## src/rtl/mod107_reduce_sched.sv

```systemverilog
// Round-robin front end for the shared chunk-residue LUT bank: accepts one operand at a time,
// walks its CW-bit chunks through the tables and returns operand mod MOD with the requester id.
module mod107_reduce_sched #(
   parameter int NREQ = 4,
   parameter int XW   = 9,
   parameter int CW   = 6,
   parameter int MOD  = 107,
   parameter int RW   = 7,
   localparam int NCHUNK = (XW + CW - 1) / CW,
   localparam int SW     = (NCHUNK > 1) ? $clog2(NCHUNK) : 1,
   localparam int IW     = (NREQ > 1) ? $clog2(NREQ) : 1
) (
   input  logic                 clk,
   input  logic                 rst_n,
   input  logic [NREQ-1:0]      req_valid,
   input  logic [NREQ*XW-1:0]   req_data,
   output logic [NREQ-1:0]      req_ready,
   output logic [SW-1:0]        lut_sel,
   output logic [CW-1:0]        lut_addr,
   input  logic [RW-1:0]        lut_data,
   output logic                 out_valid,
   input  logic                 out_ready,
   output logic [RW-1:0]        out_data,
   output logic [IW-1:0]        out_id,
   output logic                 busy
);

   localparam int PW = NCHUNK * CW;
   localparam logic [RW:0] MOD_W = (RW + 1)'(MOD);

   typedef enum logic [1:0] {
      IDLE   = 2'd0,
      LOOKUP = 2'd1,
      DONE   = 2'd2
   } state_t;

   state_t          state_r;
   state_t          next_state_s;
   logic [IW-1:0]   rr_ptr_r;
   logic [XW-1:0]   opnd_r;
   logic [IW-1:0]   id_r;
   logic [RW-1:0]   acc_r;
   logic [SW-1:0]   cnt_r;

   logic            found_s;
   logic [IW-1:0]   grant_s;
   logic [IW-1:0]   idx_s;
   logic [PW-1:0]   opnd_ext_s;
   logic [CW-1:0]   chunk_s;
   logic [RW:0]     sum_s;
   logic [RW-1:0]   acc_next_s;

   // Round-robin arbiter: scan descending so the entry nearest rr_ptr wins last.
   always_comb begin
      found_s = |req_valid;
      grant_s = '0;
      idx_s   = '0;
      for (int i = NREQ - 1; i >= 0; i--) begin
         idx_s   = IW'((int'(rr_ptr_r) + i) % NREQ);
         grant_s = req_valid[idx_s] ? idx_s : grant_s;
      end
   end

   // Chunk extraction and modular accumulate of the current LUT result.
   always_comb begin
      opnd_ext_s = PW'(opnd_r);
      chunk_s    = CW'(opnd_ext_s >> (int'(cnt_r) * CW));
      sum_s      = {1'b0, acc_r} + {1'b0, lut_data};
      acc_next_s = (sum_s >= MOD_W) ? RW'(sum_s - MOD_W) : RW'(sum_s);
   end

   // State register.
   always_ff @(posedge clk or negedge rst_n) begin
      if (!rst_n) begin
         state_r <= IDLE;
      end else begin
         state_r <= next_state_s;
      end
   end

   // Next-state and output decode.
   always_comb begin
      next_state_s = state_r;
      req_ready    = '0;
      lut_sel      = '0;
      lut_addr     = '0;
      out_valid    = 1'b0;
      out_data     = '0;
      out_id       = '0;
      busy         = 1'b0;
      case (state_r)
         IDLE: begin
            if (found_s) begin
               req_ready[grant_s] = 1'b1;
               next_state_s       = LOOKUP;
            end else begin
               next_state_s = IDLE;
            end
         end
         LOOKUP: begin
            busy     = 1'b1;
            lut_sel  = cnt_r;
            lut_addr = chunk_s;
            if (cnt_r == SW'(NCHUNK - 1)) begin
               next_state_s = DONE;
            end else begin
               next_state_s = LOOKUP;
            end
         end
         DONE: begin
            busy      = 1'b1;
            out_valid = 1'b1;
            out_data  = acc_r;
            out_id    = id_r;
            if (out_ready) begin
               next_state_s = IDLE;
            end else begin
               next_state_s = DONE;
            end
         end
         default: begin
            next_state_s = IDLE;
         end
      endcase
   end

   // Operand capture, pointer advance and chunk accumulation.
   always_ff @(posedge clk or negedge rst_n) begin
      if (!rst_n) begin
         rr_ptr_r <= '0;
         opnd_r   <= '0;
         id_r     <= '0;
         acc_r    <= '0;
         cnt_r    <= '0;
      end else begin
         case (state_r)
            IDLE: begin
               if (found_s) begin
                  opnd_r   <= req_data[int'(grant_s) * XW +: XW];
                  id_r     <= grant_s;
                  acc_r    <= '0;
                  cnt_r    <= '0;
                  rr_ptr_r <= (grant_s == IW'(NREQ - 1)) ? '0 : grant_s + IW'(1);
               end else begin
                  rr_ptr_r <= rr_ptr_r;
               end
            end
            LOOKUP: begin
               acc_r <= acc_next_s;
               cnt_r <= cnt_r + SW'(1);
            end
            DONE: begin
               acc_r <= acc_r;
            end
            default: begin
               cnt_r <= '0;
            end
         endcase
      end
   end

endmodule

```

## config.mk

```make
export PLATFORM = sky130hd
export DESIGN_NAME = mod107_reduce_sched
export DESIGN_NICKNAME = d
export VERILOG_FILES = /design/src/rtl/mod107_reduce_sched.sv
export SDC_FILE = /design/constraint.sdc
export NUM_CORES = 1
export LEC_CHECK = 0
export CORE_ASPECT_RATIO = 2
export CORE_MARGIN = 2
export CORE_UTILIZATION = 41
export CTS_CLUSTER_SIZE = 12
export DETAILED_ROUTE_END_ITERATION = 10
export HOLD_SLACK_MARGIN = 0.1
export PLACE_DENSITY = 0.87
export SKIP_LAST_GASP = 1
export SYNTH_ARGS = -nofsm -noshare
export SYNTH_HDL_FRONTEND = slang
export SYNTH_SLANG_ARGS = --single-unit
```

## constraint.sdc

```tcl
create_clock -name clk -period 2.3 [get_ports clk]
set_input_delay 0.345 -clock clk [delete_from_list [all_inputs] [get_ports clk]]
set_output_delay 0.345 -clock clk [all_outputs]
set_load 0.01 [all_outputs]
```

* Yosys cells after proc, flatten, opt, wreduce, memory -nomap -nowiden *
Index checks and enable logic that the tools add are counted.

cells by class
  $add $sub $neg = 7
  $mul = 2
  order comparisons = 7
  eq/ne operators = 4
  shifts and indexed selects = 2
  muxes and demuxes = 32
  bitwise gates (word level) = 1
  reductions and logical operators = 8

operators by type and width
  cell                   number
  $shiftx A36 B7 Y9      1
  $mux W7                3
  $mux W2                8
  $lt A2 B3 Y1 const B   5
  $pmux W7 S2            1
  $mux W1                10
  $shr A9 B4 Y6          1
  $add A7 B7 Y8          1
  $bmux W1 S2            4
  $ge A8 B7 Y1 const B   1
  $mux W4                2
  $sub A7 B7 Y7 const B  1
  $mul A2 B4 Y6 const B  1
  $mux W6                1
  $pmux W2 S3            1
  $reduce_and A2 Y1      3
  $add A2 B1 Y2 const B  2
  $add A2 B2 Y2 const B  2
  $eq A2 B2 Y1 const B   2
  $reduce_or A4 Y1       1
  $mul A1 B2 Y3 const B  1
  $pmux W1 S3            1
  $demux W1 S2           1
  $eq A2 B1 Y1 const B   1
  other kinds (8)        8

word-level totals
  register bits = 23
  bits of input ports = 50
  output and inout port bits = 22
  word-level logic and storage cells = 69

* Logic depth before layout (Yosys ltp) *
Gate-level depths: netlist of run 1.

  depth in word-level cells = 13
  gate-level depth with buffers = 9
  gate-level depth less buffers = 9

* Least setup slack after synthesis of run 1 *
Ideal clock, no wire load.

  kind = register -> register
  start = register acc_r[0]
  end = register acc_r[5]
  setup time = 0.122 ns
  data arrival time = 2.394 ns
  data required time = 2.178 ns
  path slack = -0.216 ns
  stages on the path, launching flop included = 10
  buffers on the path = 0
  clock period less this slack = 2.516 ns
  cell sequence = dfrtp_1 -> ha_1 -> fa_1 -> a211oi_1 -> nor2_1 -> xor2_2 -> o2111ai_4 -> a2bb2oi_2 -> o22ai_1 -> a32o_1

on the way
  word-level cells in the longest chain between the ends = 4
  elaborated cells on any way between the ends = 5
  classes of those cells = add/sub: 2; order compare: 1; mux: 2

ends and longest elaborated chain
  what                                           line  text
  start, declared                                42    logic [RW-1:0] acc_r;
  start signal, assigned                         149   acc_r <= acc_next_s;
  start signal, assigned                         153   acc_r <= acc_r;
  $add A7 B7 Y8 *                                68    sum_s = {1'b0, acc_r} + {1'b0, lut_data};
  $sub A7 B7 Y7 or $ge A8 B7 Y1 (tied branches)  69    acc_next_s = (sum_s >= MOD_W) ? RW'(sum_s - MOD_W) : RW'(sum_s);
  $mux W7 *                                      69
  $pmux W7 S2 *                                  136   case (state_r)

Mark *: on every way between the ends. The rest lies on a longest branch, timed or not.
A chain may end at the register's enable or synchronous reset.

* Worst setup path after layout of run 1 *
  start = register acc_r[0]
  end = register acc_r[1]

Same word-level chain as after synthesis.

==> results.yml, run 1 <==
outcome:
  status: "complete, but fails checks"
  violations: "negative setup slack"
logic_synthesis:
  synth_commonest_cells: "nand2_1 (25), dfrtp_1 (23), mux2i_1 (23)"
  yosys-top-cells-area: "dfrtp_1 (29%), mux2i_1 (12%), ha_1 (10%)"
  ys_dominant_reg_cell: "dfrtp_1"
  synth_cell_types: 36
  synth_nets: 286
  avgSynthCellArea_sq_um: 8.987
  synth_top_area_share_pct: 29.24
  ys_warn_count: 0
  synth_most_common_cell: "nand2_1"
  netlist_instances: 219
  synth_top_area_cell: "dfrtp_1"
  async_flop_share_pct: 100.0
  syn_area_sq_um: 1968
  synth-edff-count: 0
  synth-seq-area-share_pct: 29.24
  synth_seq_cells: 23
timing:
  tightest_slew_ps: 543.8
  setup_ws_ps: -49.47
  finalClockSkew_ps: 5.244
  rsz0062_at_grt: "yes"
  slew_viol_final: 0
  tns_ps: -155.9
  relSlewSlack_pct: 63.50
  hold_violations: 0
  fmax_mhz: 425.6
  setup_viol: 6
  layout_min_cycle_time_ps: 2349
  fin_crit_sh_pct: 102.2
die:
  start_util_pct: 42.80
  die_h_microns: 102.0
  die_w_microns: 52.99
  core.rowCount: 35
  die_area_sq_um: 5404
  coreArea_sq_um: 4598
  ios: 72
job:
  maxCapViolations: 0
placement:
  gp_congestion: 0.8516
  port_buffers: 71
  pre_cts_slack_ps: -498.2
  place_hpwl_mm: 4.333
  place_inst: 369
clocking:
  clock_sinks: 23
  clkTransAtPathRegs_ps: 80
  h-tree-depth: 1
  cts_tree: "done"
  clock_latency_ps: 270
  clk_path_buf_depth: 2
  cts_buffers: 3
  cts-root-buf: "clkbuf_8"
final_layout:
  diodes: 0
  fin_nets: 393
  area_delta_synth_final_pct: 61.09
  drive_gt1_share_pct: 26.77
  stdcell_count: 380
setup_path:
  cp-startpoint: "acc_r[0]"
  critPathCaptureType: "register"
  worstPathCellList: "ha_4 > fa_2 > ha_4 > o22a_1 > o21a_1 > o2111ai_4 > nand2_2 > mux2i_1 > o21ai_1"
  worst-setup-path-type: "reg -> reg"
  worstPathMaxFanout: 5
  cp_data_required_time_ps: 2450
  r2r_start: "acc_r[0]"
  worstPathArrival_ps: 2500
  reg2reg_depth: 9
  cpMaxStageDelayCell: "fa_2"
  startpoint_type: "register"
  slowest_delay_ps: 550
  r2r_end: "acc_r[1]"
  cpMostUsedCell: "ha_4"
  r2r_setup_slack_ps: -50
  worstSetupEndpoint: "acc_r[1]"
global_routing:
  grt_max_degree: 24
  grt_pass1_wl_mm: 9.073
  grt_pass1_vias: 2040
  grt-ovfl-total: 0
  antenna_found_initial: 0
  grt_usage_pct: 22.10
detailed_routing:
  first_pass_iters: 4
  wl_per_cell_microns: 14.61
  drc_errors: 0
  wl_mm: 5.551
  antenna_left: 0
  vias_per_cell: 5.245
  via_count: 1993
  first_iter_violations: 30
hold_path:
  hold_path_class: "in -> async"
power_and_ir_drop:
  ir_worst_vdd_v: 0.0009428
  power.total_uw: 4040
  powerDensity_nw_per_um2: 1274
  p_leak_uw: 0.001441
-- worst min-delay path by stage --
stage | start | to | slack (ps) | cells after the start
floorplan | rst_n | acc_r[0] | 50 | 0
global placement | id_r[1] | id_r[1] | 460 | 2
detailed placement | id_r[0] | id_r[0] | 470 | 2
CTS | rst_n | opnd_r[1] | 440 | 2
global route | rst_n | acc_r[4] | 460 | 2
finish | rst_n | opnd_r[6] | 430 | 2
-- state kept, by name, summed over array words and instances (netlist names) --
signal	count
opnd_r	9
acc_r	7
id_r	2
rr_ptr_r	2
state_r	2
cnt_r	1
-- metrics by stage --
stage | area (sq um) | hold WS [ps] | util (%)
final | 3171 | 434.9 | 68.95
after floorplan | 1978 | 49.41 | -
after global placement | 2965 | 457.2 | 64.49
after detailed placement | 2965 | 465.1 | 64.49
after global routing | 3171 | 455.5 | 68.95
after CTS | 3068 | 438.7 | 66.72
-- power by group --
group          switching, uW  internal (uW)  leakage (uW)
registers                154            606      0.000286
logic                   1460           1570       0.00113
clock network            133            121     0.0000255
total                   1740           2300       0.00144
-- cell type report --
type                    instances  area (sq um)
repair buffers                109         980.9
clock buffers                   3         41.29
inverters                      14         52.55
well taps                      55         68.82
clock inverters                 1         5.005
multi-input cells             175          1446
flip-flops and latches         23         575.6
fillers                       339          1428
-- cell families after synthesis --
group	synth area share [%]
compound gates	17.99
mux	17.99
buf+inv	4.132
flops	29.24
xor+xnor	3.497
fa+ha+maj	11.19
simple gates	15.96
-- layout by cell type (no fill, tap or decap), types with 2 or more instances in the layout --
master           synthesis  routed
clkdlybuf4s50_1          0      62
buf_4                    0      38
nand2_1                 25      24
mux2i_1                 23      23
dfrtp_1                 23      23
o21ai_1                 18      18
nor2_1                  15      14
and2_1                  13      13
inv_1                   13      12
mux2_2                  11      11
ha_1                    16      11
a21oi_1                 13       8
a21oi_2                  0       5
o21ai_0                  4       4
ha_4                     0       4
o22ai_1                  4       3
nor2b_1                  5       3
xnor2_1                  4       3
clkbuf_8                 0       3
dlymetal6s2s_1           0       3
inv_2                    1       2
nand3_1                  2       2
a211oi_2                 1       2
xor2_2                   1       2
o211ai_1                 2       2
o2111ai_4                2       2
dlygate4sd2_1            0       2
clkbuf_2                 0       2
buf_2                    2       2
-- layer usage --
layer / wire [microns] / up-vias / track usage [%]
li1: - / 978 / -
met1: 1998 / 955 / 23.72
met2: 3329 / 54 / 42.98
met3: 165 / 6 / 2.339
met4: 57 / 0 / 6.706
met5: 0 / - / 0
-- critical path: cells and delay by family (launching register included) --
kind | cells | cell delay [ps]
fa+ha+maj | 3 | 850
flops | 1 | 410
compound gates | 4 | 590
mux | 1 | 210
simple gates | 1 | 170
-- repair_timing --
| item | CTS | global route |
|---|---|---|
| setup endpoints to repair | 17 | 11 |
| hold buffers | 0 | 0 |
| setup buffers | 3 | 4 |
| hold endpoints to repair | 0 | 0 |
| pin swaps | 16 | 12 |
| resized for setup | 21 | 22 |
Note: power is estimated with default switching activity, not from simulation.
==> inputs of run 2 (changes only) <==
--- a/config.mk
+++ b/config.mk
@@ -6,7 +6,6 @@
 export NUM_CORES = 1
 export LEC_CHECK = 0
 export CORE_ASPECT_RATIO = 2
-export CORE_MARGIN = 2
 export CORE_UTILIZATION = 41
 export CTS_CLUSTER_SIZE = 12
 export DETAILED_ROUTE_END_ITERATION = 10
==> results.yml, run 2 (synthesis results as in run 1) <==
power_and_ir_drop:
  combPwrFrac_pct: 74.5
  power_switching_uw: 1710
  ir_worst_vdd_v: 0.0009091
  seqPwrFrac_pct: 19.3
  p_leak_uw: 0.001444
  p_sw_share_pct: 42.75
  p_int_uw: 2290
  power_frac_clock_pct: 6.3
  powerDensity_nw_per_um2: 1275
setup_path:
  worstPathCellList: "ha_4 > fa_2 > ha_4 > o22a_1 > o21a_1 > o2111ai_4 > a2bb2oi_2 > o22ai_2 > a32o_1"
  path_delay_family: "compound AO/OA/AOI/OAI gates"
  critPathCaptureType: "register"
  startpoint_type: "register"
  cpMostUsedCell: "ha_4"
  r2r_start: "acc_r[0]"
  worst-setup-path-type: "reg -> reg"
  worstPathArrival_ps: 2570
  worstPathMaxFanout: 5
  cp-startpoint: "acc_r[0]"
  cpMaxStageDelayCell: "fa_2"
  slowest_delay_ps: 560
  cp_data_required_time_ps: 2450
  cp_num_buf_inv: 0
global_routing:
  grt_pass1_wl_mm: 8.970
  top_usage_layer: "met2"
  use_met2_pct: 44.33
  grt-ovfl-total: 0
  antenna_found_initial: 0
  grt_pass1_vias: 2149
  globalRouteMet3Util_pct: 2.121
  grt_usage_pct: 22.48
  grt_max_degree: 24
  grt_util_met1_pct: 22.67
clocking:
  cts_buffers: 3
  clock_sinks: 23
  cts_tree: "done"
  clock_latency_ps: 260
  cts-root-buf: "clkbuf_8"
  h-tree-depth: 1
  clk_path_buf_depth: 2
  clkTransAtPathRegs_ps: 80
timing:
  setup_ws_ps: -116.6
  layout_min_cycle_time_ps: 2417
  relSlewSlack_pct: 61.13
  finalClockSkew_ps: 4.024
  fin_crit_sh_pct: 105.1
  fmax_mhz: 413.8
  tightest_slew_ps: 579.2
  tns_ps: -346.3
  rsz0062_at_grt: "yes"
  slew_viol_final: 0
  setup_viol: 5
  hold_violations: 0
die:
  die_h_microns: 99.98
  coreArea_sq_um: 4598
  ios: 72
  die_w_microns: 50.99
  die_area_sq_um: 5098
  core.rowCount: 35
  start_util_pct: 42.80
final_layout:
  fin_area_sq_um: 3136
  final_common_cell: "clkdlybuf4s50_1"
  layout_common_cells: "clkdlybuf4s50_1 (62), buf_4 (38), nand2_1 (24)"
  largest_register: "opnd_r"
  diodes: 0
  fin_util_pct: 68.19
  largest_reg_flops: 9
  drive_gt1_share_pct: 24.62
  stdcell_count: 380
  reg.largest.list: "opnd_r (9), acc_r (7)"
  area_delta_synth_final_pct: 59.31
  fin_nets: 393
detailed_routing:
  wl_mm: 5.472
  via_count: 1995
  drc_errors: 0
  vias_per_cell: 5.250
  wl_per_cell_microns: 14.40
  first_iter_violations: 30
  antenna_left: 0
  first_pass_iters: 4
placement:
  pre_cts_slack_ps: -525.5
  place_hpwl_mm: 4.257
  port_buffers: 71
  place_inst: 370
  place_area_sq_um: 2973
  gp_congestion: 0.8234
outcome:
  violations: "negative setup slack"
  status: "complete, but fails checks"
hold_path:
  hold_path_class: "in -> async"
job:
  maxCapViolations: 0
==> run 2: cell types whose count changed in the layout (fill, tap and decap cells not counted), sizes merged <==
cell	before	now
buf	40	39
clkbuf	5	7
clkinv	1	0
==> run 2: repair_timing <==
item                                    4_1_cts  5_1_grt
hold buffers                                  0        0
gates cloned                                  0        0
hold endpoints to repair                      0        0
setup buffers                                 5        1
gates resized for setup                      17       19
pin swaps                                     8        6
endpoints found under the setup margin       14       22
==> run 2: layer usage <==
metal  wire length [microns]  up-vias
met3                     181       12
met2                    3289       57
met4                     118        0
met5                       0        -
li1                        -      974
met1                    1883      952
==> run 2: final timing paths <==
path | to | slack [ps] | cells past startpoint
hold / removal | opnd_r[3] | 440 | 2
min in group clk | opnd_r[5] | 480 | 2
max in group asynchronous | opnd_r[5] | 1630 | 2
hold reg to reg | opnd_r[5] | 480 | 2
setup reg to reg | acc_r[5] | -120 | 9
setup / recovery | acc_r[5] | -120 | 9
==> run 2: through the flow <==
step,total power [uW],hold WS (ps)
2_1_floorplan,2466,49.41
3_3_place_gp,3381,457.9
3_5_place_dp,3483,461.3
4_1_cts,3883,440.4
5_1_grt,4340,452.7
6_report,3999,437.4
==> run 2: area by class of cell <==
cell class / count / area, sq um
fillers: 359 / 1463
inverters: 14 / 52.55
flip-flops and latches: 23 / 575.6
clock buffers: 4 / 45.04
well taps: 55 / 68.82
repair buffers: 109 / 980.9
multi-input cells: 175 / 1413
==> run 2: power by group through the flow <==
stage | Sequential [uW] | Clock (uW) | Combinational [uW]
floorplan | 702 | 0 | 1760
global placement | 747 | 0 | 2630
detailed placement | 761 | 0 | 2720
CTS | 762 | 259 | 2860
global route | 797 | 275 | 3270
finish | 770 | 251 | 2980
